==> config.mk <==
export PLATFORM = sky130hd
export DESIGN_NAME = sap_controller_sequencer
export DESIGN_NICKNAME = d
export VERILOG_FILES = /design/src/rtl/sap_pkg.sv /design/src/rtl/sap_ring_counter.sv /design/src/rtl/sap_controller_sequencer.sv
export SDC_FILE = /design/constraint.sdc
export NUM_CORES = 1
export LEC_CHECK = 0
export BUFFER_PORTS_ARGS = -buffer_cell sky130_fd_sc_hd__buf_2
export CAP_MARGIN = 15
export CORE_AREA = 4 4 41 43
export DETAILED_ROUTE_END_ITERATION = 10
export DIE_AREA = 0 0 45 47
export GPL_TIMING_DRIVEN = 0
export PLACE_DENSITY = 0.77
export SYNTH_ARGS = -nofsm -noshare
export SYNTH_HDL_FRONTEND = slang
export SYNTH_SLANG_ARGS = --single-unit
==> constraint.sdc <==
create_clock -name clk -period 2.94 [get_ports clk]
set_clock_uncertainty 0.05 [all_clocks]
set_input_delay 0.441 -clock clk [delete_from_list [all_inputs] [get_ports clk]]
set_output_delay 0.441 -clock clk [all_outputs]
set_load 0.02 [all_outputs]
==> src/rtl/sap_pkg.sv <==
// Shared SAP-1 control constants: opcodes, one-hot T-states and control-word bit positions.
package sap_pkg;

  localparam int unsigned NUM_T_STATES = 6;
  localparam int unsigned OP_W         = 4;
  localparam int unsigned CW_W         = 12;

  localparam logic [OP_W-1:0] OP_LDA = 4'b0000;
  localparam logic [OP_W-1:0] OP_ADD = 4'b0001;
  localparam logic [OP_W-1:0] OP_SUB = 4'b0010;
  localparam logic [OP_W-1:0] OP_OUT = 4'b1110;
  localparam logic [OP_W-1:0] OP_HLT = 4'b1111;

  typedef enum logic [NUM_T_STATES-1:0] {
    T1 = 6'b000001,
    T2 = 6'b000010,
    T3 = 6'b000100,
    T4 = 6'b001000,
    T5 = 6'b010000,
    T6 = 6'b100000
  } t_state_e;

  localparam int unsigned CW_CP = 11;
  localparam int unsigned CW_EP = 10;
  localparam int unsigned CW_LM = 9;
  localparam int unsigned CW_CE = 8;
  localparam int unsigned CW_LI = 7;
  localparam int unsigned CW_EI = 6;
  localparam int unsigned CW_LA = 5;
  localparam int unsigned CW_EA = 4;
  localparam int unsigned CW_SU = 3;
  localparam int unsigned CW_EU = 2;
  localparam int unsigned CW_LB = 1;
  localparam int unsigned CW_LO = 0;

  typedef logic [CW_W-1:0] ctrl_word_t;

endpackage

==> src/rtl/sap_ring_counter.sv <==
// One-hot T-state ring: async clr to T1, holds when run=0 or hold=1, early wrap to T1 on wrap.
module sap_ring_counter
  import sap_pkg::*;
(
  input  logic                    clk,
  input  logic                    clr,
  input  logic                    run,
  input  logic                    hold,
  input  logic                    wrap,
  output logic [NUM_T_STATES-1:0] t_state
);

  t_state_e state_q;
  t_state_e state_d;

  always_ff @(posedge clk or posedge clr) begin
    if (clr) state_q <= T1;
    else     state_q <= state_d;
  end

  always_comb begin
    state_d = state_q;
    if (run && !hold) begin
      if (wrap) begin
        state_d = T1;
      end else begin
        case (state_q)
          T1:      state_d = T2;
          T2:      state_d = T3;
          T3:      state_d = T4;
          T4:      state_d = T5;
          T5:      state_d = T6;
          T6:      state_d = T1;
          default: state_d = T1;
        endcase
      end
    end
  end

  assign t_state = state_q;

endmodule

==> src/rtl/sap_controller_sequencer.sv <==
// SAP-1 control unit: T-state ring plus opcode decode into the control word and sticky halt.
// SAP_VARIABLE_CYCLE_EN: wrap the ring right after each opcode's last active T-state.
module sap_controller_sequencer
  import sap_pkg::*;
#(
  parameter int unsigned NUM_T = 6
) (
  input  logic             clk,
  input  logic             clr,
  input  logic             run,
  input  logic [3:0]       opcode,
  output logic             cp,
  output logic             ep,
  output logic             lm,
  output logic             ce,
  output logic             li,
  output logic             ei,
  output logic             la,
  output logic             ea,
  output logic             su,
  output logic             eu,
  output logic             lb,
  output logic             lo,
  output logic             hlt,
  output logic [NUM_T-1:0] t_state
);

  logic       active_c;
  logic       hlt_set_c;
  logic       wrap_c;
  ctrl_word_t cw_c;

  sap_ring_counter u_ring (
    .clk     (clk),
    .clr     (clr),
    .run     (run),
    .hold    (hlt | hlt_set_c),
    .wrap    (wrap_c),
    .t_state (t_state)
  );

  assign active_c  = run & ~hlt & ~clr;
  assign hlt_set_c = run & ~hlt & (t_state == T4) & (opcode == OP_HLT);

`ifdef SAP_VARIABLE_CYCLE_EN
  // ADD/SUB reach T6 and wrap naturally; HLT never leaves T4.
  always_comb begin
    wrap_c = 1'b0;
    if (t_state == T4 && opcode != OP_LDA && opcode != OP_ADD &&
        opcode != OP_SUB && opcode != OP_HLT)
      wrap_c = 1'b1;
    if (t_state == T5 && opcode == OP_LDA)
      wrap_c = 1'b1;
  end
`else
  assign wrap_c = 1'b0;
`endif

  // Control-word decode; everything is squashed while idle, halted or in reset.
  always_comb begin
    cw_c = '0;
    case (t_state)
      T1: begin
        cw_c[CW_EP] = 1'b1;
        cw_c[CW_LM] = 1'b1;
      end
      T2: cw_c[CW_CP] = 1'b1;
      T3: begin
        cw_c[CW_CE] = 1'b1;
        cw_c[CW_LI] = 1'b1;
      end
      T4: begin
        if (opcode == OP_LDA || opcode == OP_ADD || opcode == OP_SUB) begin
          cw_c[CW_EI] = 1'b1;
          cw_c[CW_LM] = 1'b1;
        end else if (opcode == OP_OUT) begin
          cw_c[CW_EA] = 1'b1;
          cw_c[CW_LO] = 1'b1;
        end
      end
      T5: begin
        if (opcode == OP_LDA) begin
          cw_c[CW_CE] = 1'b1;
          cw_c[CW_LA] = 1'b1;
        end else if (opcode == OP_ADD || opcode == OP_SUB) begin
          cw_c[CW_CE] = 1'b1;
          cw_c[CW_LB] = 1'b1;
        end
      end
      T6: begin
        if (opcode == OP_ADD || opcode == OP_SUB) begin
          cw_c[CW_EU] = 1'b1;
          cw_c[CW_LA] = 1'b1;
          cw_c[CW_SU] = (opcode == OP_SUB);
        end
      end
      default: cw_c = '0;
    endcase
    if (!active_c) cw_c = '0;
  end

  always_ff @(posedge clk or posedge clr) begin
    if (clr)            hlt <= 1'b0;
    else if (hlt_set_c) hlt <= 1'b1;
  end

  assign cp = cw_c[CW_CP];
  assign ep = cw_c[CW_EP];
  assign lm = cw_c[CW_LM];
  assign ce = cw_c[CW_CE];
  assign li = cw_c[CW_LI];
  assign ei = cw_c[CW_EI];
  assign la = cw_c[CW_LA];
  assign ea = cw_c[CW_EA];
  assign su = cw_c[CW_SU];
  assign eu = cw_c[CW_EU];
  assign lb = cw_c[CW_LB];
  assign lo = cw_c[CW_LO];

endmodule
==> metrics.cfg <==
[timing]
tns_ns = 0
finalMaxSlewViolations = 0
setup_viol = 0
max_slew_margin = 0.623
holdWs_ns = 0.0870
fin_crit_sh = 0.877
rsz0062_at_grt = false
hold_viol = 0
min_period_ns = 2.58
tightestPinTransition_ns = 0.563
fmax_mhz = 388

[floorplanning]
fp.dieW_um = 45
core_area_mm2 = 0.00130
ios = 26
die_area_mm2 = 0.00212
die_y_um = 47
start_util = 0.438
rows = 13

[flow_run]
drv.max_cap_violation_count = 0

[power_and_ir_drop]
seq_power_share = 0.329
p_clk_frac = 0.175
intPower_w = 0.000270
p_leak_nw = 0.379
ir_worst_vdd_mv = 0.454
p_sw_w = 0.000188
cellPowerDensity_mw_per_mm2 = 619
pwr-share-comb = 0.496
swShare = 0.410

[clocking]
ctsResizeCount = 0
cts_sinks = 7
clock_path_buffers = 2
cts_buffers = 3
root_buffer = clkbuf_4
clock_latency_ns = 0.24
cts_tree = built
postCtsHoldBufs = 0
cts_setup_buffers = 0
cts.clk_slew.worst_paths_ns = 0.05
h-tree-depth = 1

[detailed_routing]
detail-route-antenna-nets = 0
wirelength_um = 1360
vias_per_cell = 5.34
vias = 593
first_iter_violations = 16
drt-wirelength-per-cell_um = 12.2
dr.pass1.iters = 4
drc_errors = 0

[layout]
final_cell_mix = buf_2, nor2_1, nor2b_1, dfrtp_1, nand2_1
fill_cells = 136
drive_gt1_frac = 0.406
syn_to_final_growth_pct = 29.9
layout.nets = 104
final_common_cell = buf_2
diodes = 0
final_util = 0.568

[setup_path]
required_ns = 2.45
timing.rr.end = u_ring.t_state[2]
end_kind = output port
cp_max_fo = 7
rr_startpoint = u_ring.t_state[1]
ff2ff_path_depth = 4
critical_path_class = reg2out
arrival_ns = 2.09
regToRegSetupSlack_ns = 1.24
crit_path_start_kind = flop

[global_route]
track_usage = 0.132
grt_max_degree = 9
grt_antenna_before_repair = 0
grt_pass1_vias = 506
grt_pass1_wl_um = 2080
overflow = 0

[synth]
syn_nets = 74
synth_cells = 67
syn-cell-area_um2 = 569
ys_types = 32
yosys_warnings = 0
syn-mean-instance-area_um2 = 8.50
ys_ff_latch = 7
synth_seq_area_share = 0.310

[placed_design]
hpwl_um = 1120
gp_congestion = 0.875
io_buffers = 25

[status]
status = finished, final reports clean

[worst_hold_path]
min_path_type = in2async

[stage by stage]
| stage | power (W) | area [µm²] | instances | setup WS, ns |
|---|---|---|---|---|
| 2_1_floorplan | 0.000316 | 569 | 67 | 0.261 |
| 3_3_place_gp | 0.000372 | 713 | 107 | 0.672 |
| 3_5_place_dp | 0.000378 | 713 | 107 | 0.656 |
| 4_1_cts | 0.000461 | 739 | 111 | 0.397 |
| 5_1_grt | 0.000495 | 739 | 111 | 0.247 |
| 6_report | 0.000458 | 739 | 111 | 0.362 |
[synth_stat cells]
master / instances / area (µm²)
buf_2: 1 / 5.00
a21oi_2: 1 / 8.76
mux2i_1: 1 / 10.0
nor2_1: 7 / 26.3
nand3_1: 1 / 5.00
nor4_1: 1 / 6.26
nor3_1: 3 / 15.0
o22ai_1: 1 / 6.26
and4_1: 1 / 8.76
dfrtp_1: 6 / 150
nor2b_1: 6 / 37.5
buf_4: 1 / 7.51
xor2_1: 1 / 8.76
nand2b_1: 2 / 12.5
and3_1: 1 / 6.26
nor4_4: 1 / 21.3
clkbuf_2: 1 / 5.00
a41o_1: 1 / 10.0
nor3b_1: 3 / 22.5
o21ai_0: 3 / 15.0
inv_1: 3 / 11.3
or4_1: 2 / 15.0
o21bai_1: 2 / 15.0
o31ai_1: 1 / 7.51
mux2_2: 3 / 33.8
or3_4: 1 / 11.3
a31oi_1: 2 / 12.5
or3_1: 2 / 12.5
or3b_2: 1 / 8.76
dfstp_2: 1 / 26.3
a2bb2oi_1: 1 / 8.76
nand2_1: 5 / 18.8
[worst max-delay path: stages, from the launching register on]
cell,delay [ns]
dfrtp_1,0.43
or4_1,0.58
nor3b_1,0.34
and3_1,0.22
o21bai_1,0.10
buf_2,0.17
[worst max path at each step]
stage	startpoint	endpoint	slack, ns
final	u_ring.t_state[3]	lm	0.36
after CTS	u_ring.t_state[2]	lm	0.40
after floorplan	u_ring.t_state[1]	lo	0.26
after global placement	run	su	0.67
after global routing	u_ring.t_state[3]	lm	0.25
after detailed placement	run	su	0.66
[power by group through the flow]
stage	sequential, W	clock [W]	combinational [W]
after detailed placement	0.000152	0	0.000226
after CTS	0.000150	0.0000853	0.000226
after global routing	0.000155	0.0000917	0.000248
after global placement	0.000150	0	0.000222
after floorplan	0.000174	0	0.000142
final	0.000151	0.0000800	0.000227
[layout make-up]
class / count / area [µm²] / share of cell area
multi-input cells: 54 / 364 / 0.492
flip-flops and latches: 7 / 176 / 0.239
repair buffers: 25 / 125 / 0.169
clock buffers: 4 / 26.3 / 0.0355
well taps: 15 / 18.8 / 0.0254
plain buffers: 3 / 17.5 / 0.0237
inverters: 3 / 11.3 / 0.0152
[logic make-up (layout without fill, tap and decap cells)]
kind of cell | after synthesis | after routing | synth area share
compound gates | 12 | 12 | 0.147
buf+inv | 6 | 35 | 0.0505
mux | 4 | 4 | 0.0769
xor+xnor | 1 | 1 | 0.0154
flops | 7 | 7 | 0.310
simple gates | 37 | 37 | 0.400
[registers in the layout, indices dropped and copies added (netlist names)]
register	flops
hlt	1
u_ring.t_state	6
[metal layers]
metal,global-route usage,up-vias,wire length [µm]
li1,-,301,-
met1,0.170,268,594
met2,0.229,24,651
met3,0.0115,0,112
met4,0.0526,0,0
met5,0,-,0
(Power assumes the default switching activity.)
